**src/rtl/pipe_ctrl_pkg.sv**
```systemverilog
// Shared types and constants for the pipeline stall/flush sequencer.
// Holds the sequencer state encoding, the NOP opcode and the default drain bound.
package pipe_ctrl_pkg;

    typedef enum logic [2:0] {
        RUN     = 3'd0,
        D_STALL = 3'd1,
        C_DRAIN = 3'd2,
        HALT    = 3'd3
    } state_e;

    localparam logic [3:0] NOP_OPCODE = 4'hF;

    localparam int DEF_DRAIN_CYC = 4;

endpackage

```
**src/rtl/sat_counter.sv**
```systemverilog
// Saturating event counter: counts inc_i pulses, sticks at all-ones.
// Ports: clk, rst_n (async, active-low), clr_i (sync clear), inc_i, cnt_o.
module sat_counter #(
    parameter int W = 16
) (
    input  logic         clk,
    input  logic         rst_n,
    input  logic         clr_i,
    input  logic         inc_i,
    output logic [W-1:0] cnt_o
);

    logic [W-1:0] cnt_q;
    logic [W-1:0] cnt_d;

    always_comb begin
        cnt_d = cnt_q;
        if (clr_i) begin
            cnt_d = '0;
        end else if (inc_i && (cnt_q != {W{1'b1}})) begin
            cnt_d = cnt_q + 1'b1;
        end
    end

    always_ff @(posedge clk or negedge rst_n) begin
        if (!rst_n) begin
            cnt_q <= '0;
        end else begin
            cnt_q <= cnt_d;
        end
    end

    assign cnt_o = cnt_q;

endmodule

```
**src/rtl/pipe_stall_ctrl.sv**
```systemverilog
// Pipeline sequencer: turns ID-stage hazards into PC / IF/ID / ID/EX
// write-enable, flush and bubble controls (stall, call/ret drain, branch
// flush, halt). Inputs: clk, rst (async active-low), data_hazard,
// ctrl_hazard, branch_taken, pc_redirect, halt. Outputs: pc_we, ifid_we,
// ifid_flush, idex_bubble, halted, drain_err, state_dbg.
// Optional macro PIPE_STALL_PERF_EN adds stall_cycles / flush_events.
module pipe_stall_ctrl
    import pipe_ctrl_pkg::*;
#(
    parameter int DRAIN_CYC = DEF_DRAIN_CYC
`ifdef PIPE_STALL_PERF_EN
    ,
    parameter int CNT_W = 16
`endif
) (
    input  logic             clk,
    input  logic             rst,
    input  logic             data_hazard,
    input  logic             ctrl_hazard,
    input  logic             branch_taken,
    input  logic             pc_redirect,
    input  logic             halt,
    output logic             pc_we,
    output logic             ifid_we,
    output logic             ifid_flush,
    output logic             idex_bubble,
    output logic             halted,
    output logic             drain_err,
`ifdef PIPE_STALL_PERF_EN
    output logic [CNT_W-1:0] stall_cycles,
    output logic [CNT_W-1:0] flush_events,
`endif
    output logic [2:0]       state_dbg
);

    localparam logic [3:0] DRAIN_INIT = 4'(DRAIN_CYC - 1);

    state_e     state_q, state_d;
    logic [3:0] cnt_q, cnt_d;
    logic       err_q, err_d;

    logic pc_we_c;
    logic ifid_we_c;
    logic flush_c;
    logic bubble_c;
    logic halted_c;
    logic flush_evt;

    always_comb begin
        state_d   = state_q;
        cnt_d     = cnt_q;
        err_d     = err_q;
        pc_we_c   = 1'b0;
        ifid_we_c = 1'b0;
        flush_c   = 1'b0;
        bubble_c  = 1'b0;
        halted_c  = 1'b0;
        flush_evt = 1'b0;
        unique case (state_q)
            HALT: begin
                flush_c  = 1'b1;
                bubble_c = 1'b1;
                halted_c = 1'b1;
            end
            C_DRAIN: begin
                ifid_we_c = 1'b1;
                flush_c   = 1'b1;
                bubble_c  = 1'b1;
                // A redirect on the final cycle beats the timeout.
                if (pc_redirect) begin
                    pc_we_c = 1'b1;
                    state_d = RUN;
                end else if (cnt_q == 4'd0) begin
                    pc_we_c = 1'b1;
                    err_d   = 1'b1;
                    state_d = RUN;
                end else begin
                    cnt_d = cnt_q - 4'd1;
                end
            end
            default: begin
                // RUN and D_STALL share the RUN rules, except that a
                // persisting data hazard in D_STALL outranks ctrl_hazard.
                if (branch_taken) begin
                    pc_we_c   = 1'b1;
                    ifid_we_c = 1'b1;
                    flush_c   = 1'b1;
                    bubble_c  = 1'b1;
                    flush_evt = 1'b1;
                    state_d   = RUN;
                end else if ((state_q == D_STALL) && data_hazard) begin
                    bubble_c = 1'b1;
                    state_d  = D_STALL;
                end else if (ctrl_hazard) begin
                    ifid_we_c = 1'b1;
                    flush_c   = 1'b1;
                    flush_evt = 1'b1;
                    cnt_d     = DRAIN_INIT;
                    state_d   = C_DRAIN;
                end else if (data_hazard) begin
                    bubble_c = 1'b1;
                    state_d  = D_STALL;
                end else if (halt) begin
                    ifid_we_c = 1'b1;
                    flush_c   = 1'b1;
                    state_d   = HALT;
                end else begin
                    pc_we_c   = 1'b1;
                    ifid_we_c = 1'b1;
                    state_d   = RUN;
                end
            end
        endcase
    end

    always_ff @(posedge clk or negedge rst) begin
        if (!rst) begin
            state_q <= RUN;
            cnt_q   <= 4'd0;
            err_q   <= 1'b0;
        end else begin
            state_q <= state_d;
            cnt_q   <= cnt_d;
            err_q   <= err_d;
        end
    end

    // While reset is held the pipe is frozen with a NOP in IF/ID.
    assign pc_we       = rst & pc_we_c;
    assign ifid_we     = rst & ifid_we_c;
    assign ifid_flush  = ~rst | flush_c;
    assign idex_bubble = ~rst | bubble_c;
    assign halted      = rst & halted_c;
    assign drain_err   = err_q;
    assign state_dbg   = state_q;

`ifdef PIPE_STALL_PERF_EN
    sat_counter #(.W(CNT_W)) u_stall_cnt (
        .clk   (clk),
        .rst_n (rst),
        .clr_i (1'b0),
        .inc_i (rst & bubble_c),
        .cnt_o (stall_cycles)
    );

    sat_counter #(.W(CNT_W)) u_flush_cnt (
        .clk   (clk),
        .rst_n (rst),
        .clr_i (1'b0),
        .inc_i (rst & flush_evt),
        .cnt_o (flush_events)
    );
`endif

endmodule

```
**config.mk**
```make
export PLATFORM = sky130hd
export DESIGN_NAME = pipe_stall_ctrl
export DESIGN_NICKNAME = d
export VERILOG_FILES = /design/src/rtl/pipe_ctrl_pkg.sv /design/src/rtl/sat_counter.sv /design/src/rtl/pipe_stall_ctrl.sv
export SDC_FILE = /design/constraint.sdc
export NUM_CORES = 1
export LEC_CHECK = 0
export CAP_MARGIN = 30
export CORE_AREA = 2 2 39 41
export CTS_CLUSTER_SIZE = 30
export DETAILED_ROUTE_END_ITERATION = 12
export DIE_AREA = 0 0 41 43
export PLACE_DENSITY = 0.66
export SYNTH_ARGS = -nofsm -noshare
export SYNTH_HDL_FRONTEND = slang
export SYNTH_SLANG_ARGS = --single-unit
```
**constraint.sdc**
```tcl
create_clock -name clk -period 3 [get_ports clk]
set_input_delay 0.6 -clock clk [delete_from_list [all_inputs] [get_ports clk]]
set_output_delay 0.6 -clock clk [all_outputs]
set_load 0.005 [all_outputs]
```
# ---- Yosys cells after proc, flatten, opt, wreduce, memory -nomap -nowiden
# Index checks and enable logic that the tools add are counted.
dict set report totals {
  reg_bits 8
  in_bits 7
  output_inout_bits 9
  elab_cells 66
}
dict set report classes {
  add_sub_neg 1
  eq_ne 8
  n_mux 39
  n_bitwise 8
  reduce_logical 7
}
# cell n
set op_table {}
lappend op_table {{2-to-1 mux 1 bit} 23}
lappend op_table {{2-to-1 mux 4 bit} 5}
lappend op_table {{2-to-1 mux 2 bit} 5}
lappend op_table {{case mux 4 bit (2 select lines)} 1}
lappend op_table {{equality test 3 x 2 -> 1 bit, second input constant} 2}
lappend op_table {{2-to-1 mux 3 bit} 2}
lappend op_table {{case mux 3 bit (2 select lines)} 1}
lappend op_table {{AND reduction 6 bit} 1}
lappend op_table {{zero test 4 bit} 1}
lappend op_table {{!= test 2 x 1 -> 1 bit, second input constant} 2}
lappend op_table {{!= test 2 bit, second input constant} 2}
lappend op_table {{case mux 1 bit (2 select lines)} 2}
lappend op_table {{subtractor 4 x 1 -> 4 bit, second input constant} 1}
lappend op_table {{bitwise AND 1 bit} 3}
lappend op_table {{equality test 3 x 1 -> 1 bit, second input constant} 1}
lappend op_table {{!= test 3 bit, second input constant} 1}
lappend op_table {{inverter 1 bit} 3}
lappend op_table {{AND reduction 3 bit} 1}
lappend op_table {{bitwise OR 1 bit} 2}
lappend op_table {{AND reduction 2 bit} 1}
lappend op_table {{nonzero test 2 bit} 1}
lappend op_table {{OR reduction 2 bit} 1}
lappend op_table {{logical AND 1 bit} 1}

# ---- Logic depth before layout (Yosys ltp)
# Gate-level depths: netlist (run 1).
dict set report depth {
  ltp_word 7
  depth_mapped 5
  mapped_depth_nobuf 5
}

# ---- Least setup slack after synthesis (run 1)
# OpenSTA, ideal clock, no wires.
dict set report synth_timing {
  path_kind {reg2out}
  from {register cnt_q[0]}
  to {output pc_we}
  t_arrival_ps 1191
  path_slack_ps 1209
  stages_incl_launch_ff 6
  path_buffers 0
  path_cell_list {dfrtp_1 inv_1 ha_1 nor3b_2 o21bai_1 a21oi_1}
}
dict set report synth_between {
  elab_chain_len 5
}
# element line_no
set synth_rtl {}
lappend synth_rtl {{from (decl)} pipe_stall_ctrl.sv:39} ;# logic [3:0] cnt_q, cnt_d;
lappend synth_rtl {{from (signal assigned)} pipe_stall_ctrl.sv:123} ;# cnt_q <= cnt_d;
lappend synth_rtl {{zero test 4 bit} pipe_stall_ctrl.sv:73} ;# end else if (cnt_q == 4'd0) begin
lappend synth_rtl {{2-to-1 mux 1 bit} pipe_stall_ctrl.sv:73}
lappend synth_rtl {{2-to-1 mux 1 bit} pipe_stall_ctrl.sv:70} ;# if (pc_redirect) begin
lappend synth_rtl {{case mux 1 bit (2 select lines)} pipe_stall_ctrl.sv:59} ;# unique case (state_q)
lappend synth_rtl {{bitwise AND 1 bit} pipe_stall_ctrl.sv:129} ;# assign pc_we = rst & pc_we_c;
lappend synth_rtl {{to (decl)} pipe_stall_ctrl.sv:23} ;# output logic pc_we,
# No other way between the ends.

# ---- Final worst setup path (run 1)
# Same ends and word-level chain as after synthesis.

==> results of run 1 <==
[cell usage after synthesis]
cell       number  area, sq um
o22ai_1         1         6.26
nor3_1          2         10.0
o2bb2ai_1       1         8.76
and3_1          1         6.26
o21ai_0         3         15.0
a32oi_2         1         16.3
dfrtp_1         7          175
o21ba_2         1         10.0
a211o_1         1         8.76
a32oi_1         1         8.76
buf_4           1         7.51
o21bai_1        1         7.51
a211oi_1        1         7.51
buf_2           1         5.00
a21oi_1         3         15.0
nor3b_2         2         25.0
and2_1          1         6.26
a21o_1          2         15.0
or3b_4          1         11.3
nand3_1         2         10.0
conb_1          1         3.75
nor4b_2         1         15.0
ha_1            1         12.5
nor2b_1         1         6.26
nor3b_1         1         7.51
inv_1           3         11.3
or4_1           1         7.51
nor2_1          3         11.3
or2_2           1         6.26
or3b_1          1         8.76
o31ai_1         1         7.51
nand2_1         2         7.51
or2b_1          1         7.51
o31a_1          1         8.76
[cell usage in the layout (no fill, tap or decap), drive strengths merged, types with 2 or more instances in the layout]
cell | synthesis | routed
nor3 | 2 | 2
or3b | 2 | 2
dfrtp | 7 | 7
a32oi | 2 | 2
clkdlybuf4s50 | 0 | 14
nand2 | 2 | 2
nor3b | 3 | 3
a21oi | 3 | 3
clkbuf | 0 | 4
o21ai | 3 | 3
a21o | 2 | 2
nand3 | 2 | 2
inv | 3 | 3
nor2 | 3 | 3
[cells by family after synthesis]
| logic type | share of synthesized area |
|---|---|
| flip-flops | 0.353 |
| AND/OR/NAND/NOR | 0.295 |
| other | 0.00755 |
| adder cells (fa/ha/maj) | 0.0252 |
| buffers and inverters | 0.0479 |
| AO/OA/AOI/OAI | 0.272 |
[path summary, 6_finish.rpt]
kind                           start           end  slack (ps)  depth (start not counted)
setup / recovery            cnt_q[0]         pc_we         300                          6
min in group asynchronous        rst  state_dbg[1]         570                          1
hold / removal             drain_err     drain_err         450                          1
max in group asynchronous        rst      cnt_q[1]        2080                          2
hold reg to reg            drain_err     drain_err         450                          1
setup reg to reg            cnt_q[0]      cnt_q[1]        1400                          5
[per-layer routing]
layer	up-vias	share of wire	track usage
met5	-	0	0
met4	0	0	0.0800
met3	0	0.081	0.0419
met2	15	0.44	0.206
met1	208	0.48	0.196
li1	232	-	-
[final cells by class]
type | count | area [sq um] | share of cell area
Clock buffer | 4 | 26.3 | 0.0387
Inverter | 3 | 11.3 | 0.0166
Multi-Input combinational cell | 41 | 298 | 0.439
Sequential cell | 7 | 175 | 0.258
Tap cell | 16 | 20.0 | 0.0295
Timing Repair Buffer | 15 | 148 | 0.218
[report_power, final]
group | switching [mW] | internal [mW] | total [mW]
Sequential | 0.0546 | 0.132 | 0.186
Combinational | 0.0885 | 0.133 | 0.222
Clock | 0.0334 | 0.0507 | 0.0840
[state kept, by name, indices dropped and copies added, names as in the netlist]
signal / cells
cnt_q: 4
state_dbg: 2
drain_err: 1
==> flow_metrics.py, run 1 <==
metrics = {
    "outcome": {
        "outcome": "complete, no violations",
    },
    "layout": {
        "num_antenna_cells": 0,
        "area_growth_pct": 36.5,
        "drive_gt1_frac": 0.157,
        "fin_util": 0.490,
        "fin_cells": 86,
        "fill_cells": 142,
        "nets": 79,
        "final_area_sq_um": 678,
    },
    "placement": {
        "port-buffer-count": 14,
        "gp_congestion": 0.686,
        "dp_cells": 82,
        "detailed_place_hpwl_um": 798,
        "post-place-ws_ps": 291,
        "dpl_cell_area_sq_um": 652,
    },
    "synth": {
        "synth_cell_types": 34,
        "netlist_area_sq_um": 497,
        "ys_warn_count": 0,
        "syn_area_per_cell_sq_um": 9.37,
        "ys_seq_elements": 7,
        "synth_fp_nets": 61,
        "synth-seq-area-share": 0.353,
        "syn_inst": 53,
    },
    "clock_tree": {
        "cts_resized": 0,
        "clk_pin_slew_ps": 50,
        "cts.sinks": 7,
        "cts_max_level": 1,
        "post-cts-setup-buffer-count": 0,
        "cts_hold_buf": 0,
        "clk_latency_ps": 250,
        "cts_tree": "built",
        "clk_path_buf_depth": 2,
        "cts-root-buf": "clkbuf_4",
        "cts_made_buffers": 3,
    },
    "timing": {
        "fin_ws_ps": 296,
        "slew_violations": 0,
        "min_period_ps": 2700,
        "rsz0062_at_grt": "no",
        "fin_worst_skew_ps": 4.17,
        "hold_viol": 0,
        "whs_ps": 449,
        "setup_violations": 0,
        "fin_setup_tns_ps": 0,
        "max_freq_mhz": 370,
        "fin_crit_sh": 0.901,
    },
    "floorplanning": {
        "die_area_sq_um": 1760,
        "num_rows": 14,
        "die_x_um": 41,
        "initial_utilization": 0.359,
        "die_h_um": 43,
        "ioPinCount": 16,
        "core-area_sq_um": 1380,
    },
    "worst_setup_path": {
        "crit_path_end_kind": "output port",
        "critPathMaxFanout": 5,
        "worstSetupPathType": "reg2out",
        "cp-start-kind": "flop",
        "path_cells": "inv_1, ha_1, nor3b_2, o21bai_1, a21oi_1, clkdlybuf4s50_1",
        "max_stage_delay_ps": 500,
        "critPathBufInv": 2,
        "crit_slowest_cell": "clkdlybuf4s50_1",
        "cp.required_ps": 2400,
        "critical_path.top_delay_family": "buffers and inverters",
        "cp_data_arrival_time_ps": 2100,
    },
    "power": {
        "power_density_nw_per_um2": 725,
        "power_uw": 492,
        "ir_drop_mv": 0.379,
        "p_leak_nw": 0.294,
    },
    "global_route": {
        "grt_antenna_before_repair": 0,
        "grt_pass1_vias": 405,
        "grt_max_degree": 14,
        "grt.total_usage": 0.147,
        "grt_pass1_wl_mm": 1.75,
        "overflow": 0,
    },
    "min_path": {
        "min_path_type": "reg2reg",
    },
    "run": {
        "maxCapViolCount": 0,
    },
    "detailed_routing": {
        "wire_per_inst_um": 12.2,
        "wl_mm": 1.05,
        "drc": 0,
        "viasPerCell": 5.29,
        "ant_nets": 0,
        "dr_total_vias": 455,
        "dr.pass1.iters": 4,
        "drt_iter0_drc": 2,
    },
}
Note: power is estimated with default switching activity, not from simulation.
==> run 2, diff against run 1 <==
HOLD_SLACK_MARGIN = 0.02   (was not set)
SKIP_LAST_GASP = 1   (was not set)
==> results of run 2 <==
No change in the layout: final DEF, timing and power equal those of run 1.
==> RTL change 1: new RTL, flow settings as in run 1 <==
Put a register stage on the outputs `pc_we`, `ifid_we`, `ifid_flush`, `idex_bubble` and `halted`, with the module's reset. The values now appear one clock later. The other outputs are not delayed to match.
--- a/src/rtl/pipe_stall_ctrl.sv
+++ b/src/rtl/pipe_stall_ctrl.sv
@@ -126,11 +126,21 @@
     end
 
     // While reset is held the pipe is frozen with a NOP in IF/ID.
-    assign pc_we       = rst & pc_we_c;
-    assign ifid_we     = rst & ifid_we_c;
-    assign ifid_flush  = ~rst | flush_c;
-    assign idex_bubble = ~rst | bubble_c;
-    assign halted      = rst & halted_c;
+    always_ff @(posedge clk or negedge rst) begin
+        if (!rst) begin
+            pc_we       <= '0;
+            ifid_we     <= '0;
+            ifid_flush  <= '0;
+            idex_bubble <= '0;
+            halted      <= '0;
+        end else begin
+            pc_we       <= rst & pc_we_c;
+            ifid_we     <= rst & ifid_we_c;
+            ifid_flush  <= ~rst | flush_c;
+            idex_bubble <= ~rst | bubble_c;
+            halted      <= rst & halted_c;
+        end
+    end
     assign drain_err   = err_q;
     assign state_dbg   = state_q;
 
Behaviour: not the same (a bounded check fails within 4 cycles, from zero or initial values and one cycle with rst low).
==> RTL change 1 against run 1 <==
Non-clock buffer count is 1 lower. Routed wire length is 11% higher. Register-to-register slack better by 0.03 ns. Worst hold slack better by 0.032 ns. Synthesized area is 25% higher. Sequential cell count is 5 higher. Cell area is 18% higher. Utilization is 8.7 points higher. Fmax is 34% higher. Setup slack better by 0.69 ns. Count of clock-buffer cells in the layout stayed put. Power is 24% higher. Synthesized cell count is 17% higher. Critical endpoint is now state_dbg[1].
==> RTL change 1: results (changes against run 1) <==
[metrics] run status: finished clean
[metrics] internal power component: 0.4128 mW (+31%)
[metrics] post-synth cell types: 32 (-5.9%)
[metrics] minimum hold slack: 0.4807 ns (+0.03166 ns)
[metrics] mean post-synth cell area: 10.03 um2 (+7.0%)
[metrics] Leak Pwr: 0.3470 nW (+18%)
[metrics] overall global routing resource usage: 16.58% (+1.9 points)
[metrics] VDD IR-drop max: 0.4497 mV (+19%)
[metrics] fraction of layout cells with a size suffix above 1: 10.53% (-5.2 points)
[metrics] synth cell count leaders: sky130_fd_sc_hd__dfrtp_1 (12), sky130_fd_sc_hd__inv_1 (6)
[metrics] setup skew after layout: 0.003442 ns (-0.0007241 ns)
[metrics] maximum clock frequency: 0.4963 GHz (+34%)
[metrics] power in sequential cells: 0.268 mW (+44%)
[metrics] delay of the slowest cell on the worst path: 0.58 ns (+0.08 ns)
[metrics] vias in the first global route: 440 (+8.6%)
[metrics] insertion delay of the later-clocked pin in the worst-skew pair: 0.27 ns (+0.02 ns)
[metrics] post-DP HPWL: 811.2 um (+1.6%)
[metrics] top cells by area in the synthesized netlist: sky130_fd_sc_hd__dfrtp_1 (48%), sky130_fd_sc_hd__a32oi_1 (4.2%), sky130_fd_sc_hd__inv_1 (3.6%)
[metrics] Via-to-Cell Ratio: 5.457 (+3.1%)
[metrics] arrival time of data at the critical path endpoint: 1.41 ns (-0.69 ns)
[metrics] Worst Path Max Fanout: 13 (+8)
[metrics] wirelength, routed: 1163 um (+11%)
[metrics] cell area after placement: 762.0 um2 (+17%)
[metrics] routed length on met1: 573 um (+15%)
[metrics] number of nets at the end of the flow: 85 (+7.6%)
[metrics] routability congestion estimate from global placement: 0.7689 (+12%)
[RTL change 1: cell types whose count changed in the layout (fill, tap and decap cells not counted), sizes merged, moves of 2 or more]
cell	change
nor3b	-2
nand2b	+2
inv	+3
dfrtp	+5
[RTL change 1: cells by family after synthesis]
group / count (synthesis) / synth area share, %
AND/OR/NAND/NOR: 19 / 19.32
AO/OA/AOI/OAI: 18 / 21.33
flip-flops: 12 / 48.29
buffers and inverters: 10 / 6.841
multiplexers: 1 / 1.610
adder cells (fa/ha/maj): 1 / 2.012
other: 1 / 0.6030
[RTL change 1: worst register-to-register path, stage by stage (launching register included)]
cell and delay, ns:
sky130_fd_sc_hd__dfrtp_1 0.40, sky130_fd_sc_hd__inv_1 0.08, sky130_fd_sc_hd__ha_1 0.21, sky130_fd_sc_hd__or3b_4 0.42, sky130_fd_sc_hd__a32oi_1 0.25, sky130_fd_sc_hd__a21oi_1 0.11
[RTL change 1: how the worst max path moves through the flow]
stage | start | endpoint
after floorplan | cnt_q[0]$_DFFE_PN0P_ | state_dbg[1]$_DFFE_PN0P_
final | state_dbg[1]$_DFFE_PN0P_ | state_dbg[1]
after global routing | state_dbg[0]$_DFFE_PN0P_ | state_dbg[0]
after global placement | branch_taken | cnt_q[2]$_DFFE_PN0P_
after detailed placement | branch_taken | cnt_q[2]$_DFFE_PN0P_
after CTS | state_dbg[1]$_DFFE_PN0P_ | state_dbg[1]
[RTL change 1: area by class of cell]
| class | instances | area, um2 |
|---|---|---|
| Fill cell | 136 | 585.6 |
| Multi-Input combinational cell | 40 | 279.0 |
| Tap cell | 16 | 20.02 |
| Inverter | 6 | 22.52 |
| Sequential cell | 12 | 300.3 |
| Clock buffer | 4 | 36.28 |
| Timing Repair Buffer | 14 | 140.1 |
==> RTL change 2: new RTL, flow settings as in run 1 <==
Made on the original files. Add an input register stage for `data_hazard`, `ctrl_hazard`, `branch_taken`, `pc_redirect` and `halt`, with the module's reset; this delays them by one clock.
--- a/src/rtl/pipe_stall_ctrl.sv
+++ b/src/rtl/pipe_stall_ctrl.sv
@@ -35,6 +35,28 @@
 
     localparam logic [3:0] DRAIN_INIT = 4'(DRAIN_CYC - 1);
 
+    logic data_hazard_q;
+    logic ctrl_hazard_q;
+    logic branch_taken_q;
+    logic pc_redirect_q;
+    logic halt_q;
+
+    always_ff @(posedge clk or negedge rst) begin
+        if (!rst) begin
+            data_hazard_q  <= '0;
+            ctrl_hazard_q  <= '0;
+            branch_taken_q <= '0;
+            pc_redirect_q  <= '0;
+            halt_q         <= '0;
+        end else begin
+            data_hazard_q  <= data_hazard;
+            ctrl_hazard_q  <= ctrl_hazard;
+            branch_taken_q <= branch_taken;
+            pc_redirect_q  <= pc_redirect;
+            halt_q         <= halt;
+        end
+    end
+
     state_e     state_q, state_d;
     logic [3:0] cnt_q, cnt_d;
     logic       err_q, err_d;
@@ -67,7 +89,7 @@
                 flush_c   = 1'b1;
                 bubble_c  = 1'b1;
                 // A redirect on the final cycle beats the timeout.
-                if (pc_redirect) begin
+                if (pc_redirect_q) begin
                     pc_we_c = 1'b1;
                     state_d = RUN;
                 end else if (cnt_q == 4'd0) begin
@@ -81,26 +103,26 @@
             default: begin
                 // RUN and D_STALL share the RUN rules, except that a
                 // persisting data hazard in D_STALL outranks ctrl_hazard.
-                if (branch_taken) begin
+                if (branch_taken_q) begin
                     pc_we_c   = 1'b1;
                     ifid_we_c = 1'b1;
                     flush_c   = 1'b1;
                     bubble_c  = 1'b1;
                     flush_evt = 1'b1;
                     state_d   = RUN;
-                end else if ((state_q == D_STALL) && data_hazard) begin
+                end else if ((state_q == D_STALL) && data_hazard_q) begin
                     bubble_c = 1'b1;
                     state_d  = D_STALL;
-                end else if (ctrl_hazard) begin
+                end else if (ctrl_hazard_q) begin
                     ifid_we_c = 1'b1;
                     flush_c   = 1'b1;
                     flush_evt = 1'b1;
                     cnt_d     = DRAIN_INIT;
                     state_d   = C_DRAIN;
-                end else if (data_hazard) begin
+                end else if (data_hazard_q) begin
                     bubble_c = 1'b1;
                     state_d  = D_STALL;
-                end else if (halt) begin
+                end else if (halt_q) begin
                     ifid_we_c = 1'b1;
                     flush_c   = 1'b1;
                     state_d   = HALT;
Function: changed (a bounded check fails within 4 cycles, from zero or initial values and one cycle with rst low).
==> RTL change 2 against run 1 <==
Cell area grew 17%. Global-route usage rose by 3.7 points. Worst hold slack improved by 0.048 ns. Sequential cell count up 5. Sequential power increased by 45%. Synthesized area rose by 25%. Setup slack worse by 0.15 ns. First-iteration DRC count grew to 4.0 times the old value. Power up 23%. Largest cell class is now registers. Clock power grew 16%. Highest routed layer unchanged. Routed wire length up 20%. Clock skew up 0.011 ns.
==> RTL change 2: results (changes against run 1) <==
[metrics] hold-critical path endpoint: drain_err$_DFFE_PN0P_
[metrics] post-synth net total: 70 (+15%)
[metrics] Worst Path Max Fanout: 4 (-1)
[metrics] vias in the first global route: 508 (+25%)
[metrics] count of filler cells inserted in the layout: 131 (-7.7%)
[metrics] PortBufs: 14 (unchanged)
[metrics] clock tree buffer depth: 2 (unchanged)
[metrics] insertion delay of the later-clocked pin in the worst-skew pair: 0.28 ns (+0.03 ns)
[metrics] number of nets at the end of the flow: 86 (+8.9%)
[metrics] number of flip-flops in the largest register: 4 (unchanged)
[metrics] overall global routing resource usage: 18.38% (+3.7 points)
[metrics] Leak Pwr: 0.3443 nW (+17%)
[metrics] Detailed Routing Iterations Pass 1: 5 (+1)
[metrics] routability congestion estimate from global placement: 0.7216 (+5.3%)
[metrics] VDD IR-drop max: 0.4045 mV (+6.8%)
[metrics] top cells by area in the synthesized netlist: sky130_fd_sc_hd__dfrtp_1 (48%), sky130_fd_sc_hd__a32oi_1 (4.2%), sky130_fd_sc_hd__inv_1 (3.6%)
[metrics] 1st-iter DRT viols: 8 (+6)
[metrics] number of sinks handled by clock tree synthesis: 12 (+5)
[metrics] clock transition time at the flip-flop clock pins of the worst setup and hold paths: 0.08 ns (+0.03 ns)
[metrics] fraction of synthesized area in multiplexers: 1.610% (+1.6 points)
[metrics] post-DP HPWL: 900.2 um (+13%)
[metrics] first-pass GRT wire length: 2070 um (+18%)
[metrics] fraction of layout cells with a size suffix above 1: 10.53% (-5.2 points)
[metrics] worst-case register-to-register setup slack: 1.42 ns (+0.02 ns)
[metrics] wirelength, routed: 1262 um (+20%)
[metrics] Via-to-Cell Ratio: 5.511 (+4.2%)
[metrics] cell area after placement: 769.5 um2 (+18%)
[metrics] synthesized-area fraction occupied by adder cells: 2.012% (-0.51 points)
[metrics] setup skew after layout: 0.01495 ns (+0.01078 ns)
[metrics] number of cells traversed by the worst register-to-register path: 5 (unchanged)
[metrics] post-synth cell types: 32 (-5.9%)
[metrics] fraction of the mapped netlist area in compound gates: 21.33% (-5.9 points)
[metrics] run status: finished clean
[metrics] synth cell count leaders: sky130_fd_sc_hd__dfrtp_1 (12), sky130_fd_sc_hd__inv_1 (6)
[metrics] register area share after synthesis: 48.29% (+13 points)
## RTL change 2: changes by cell type after synthesis, sizes merged, moves of 2 or more
cell	before	now
dfrtp	7	12
clkbuf	0	3
inv	3	6
nand2b	0	2
nor3b	3	1
## RTL change 2: routing by layer
layer | up-vias | part of all wire, % | global-route usage, %
met3 | 0 | 6.2 | 7.853
met2 | 18 | 51 | 27.19
li1 | 246 | - | -
met4 | 0 | 0 | 8.000
met5 | - | 0 | 0
met1 | 243 | 43 | 22.49
## RTL change 2: cell type report
class	instances	share of cell area, %
clock buffers	3	2.844
inverters	6	2.844
multi-input cells	40	35.23
flip-flops and latches	12	37.91
well taps	16	2.528
repair buffers	15	18.64
## RTL change 2: cells by family (layout without fill, tap and decap cells)
logic type | Yosys count | in the layout
AOI/OAI and AO/OA | 18 | 18
adders and majority gates | 1 | 1
buffers and inverters | 10 | 24
DFF | 12 | 12
muxes | 1 | 1
other | 1 | 1
and+or+nand+nor | 19 | 19
## RTL change 2: critical path, cell delays in order, from the launching register on
cell	delay, ns
sky130_fd_sc_hd__dfrtp_1	0.40
sky130_fd_sc_hd__inv_1	0.09
sky130_fd_sc_hd__ha_1	0.23
sky130_fd_sc_hd__or3b_4	0.42
sky130_fd_sc_hd__a21o_1	0.20
sky130_fd_sc_hd__a21oi_1	0.14
sky130_fd_sc_hd__clkdlybuf4s50_1	0.51
## RTL change 2: where the power goes
| group | total [mW] | internal, mW | switching (mW) |
|---|---|---|---|
| clock | 0.0978 | 0.0464 | 0.0513 |
| sequential | 0.270 | 0.204 | 0.0656 |
| combinational | 0.235 | 0.143 | 0.0925 |
## RTL change 2: how the worst max path moves through the flow
stage                               from     endpoint  cells after the start
finish              cnt_q[0]$_DFFE_PN0P_        pc_we                      6
detailed placement                   rst  idex_bubble                      4
CTS                 cnt_q[0]$_DFFE_PN0P_        pc_we                      6
global placement                     rst  idex_bubble                      4
floorplan           cnt_q[0]$_DFFE_PN0P_        pc_we                      5
global route        cnt_q[1]$_DFFE_PN0P_        pc_we                      6
## RTL change 2: stage by stage
stage          worst slack, ns  total power, mW  util, %  cells  hold slack [ns]
5_1_grt                0.06005           0.6459    57.23     92           0.5290
3_3_place_gp            0.4232           0.5038    55.61     89           0.4638
6_report                0.1474           0.6028    57.23     92           0.4973
3_5_place_dp            0.4443           0.5056    55.61     89           0.4653
4_1_cts                 0.1482           0.6055    57.23     92           0.4876
2_1_floorplan            1.042           0.4044        -     62           0.3044
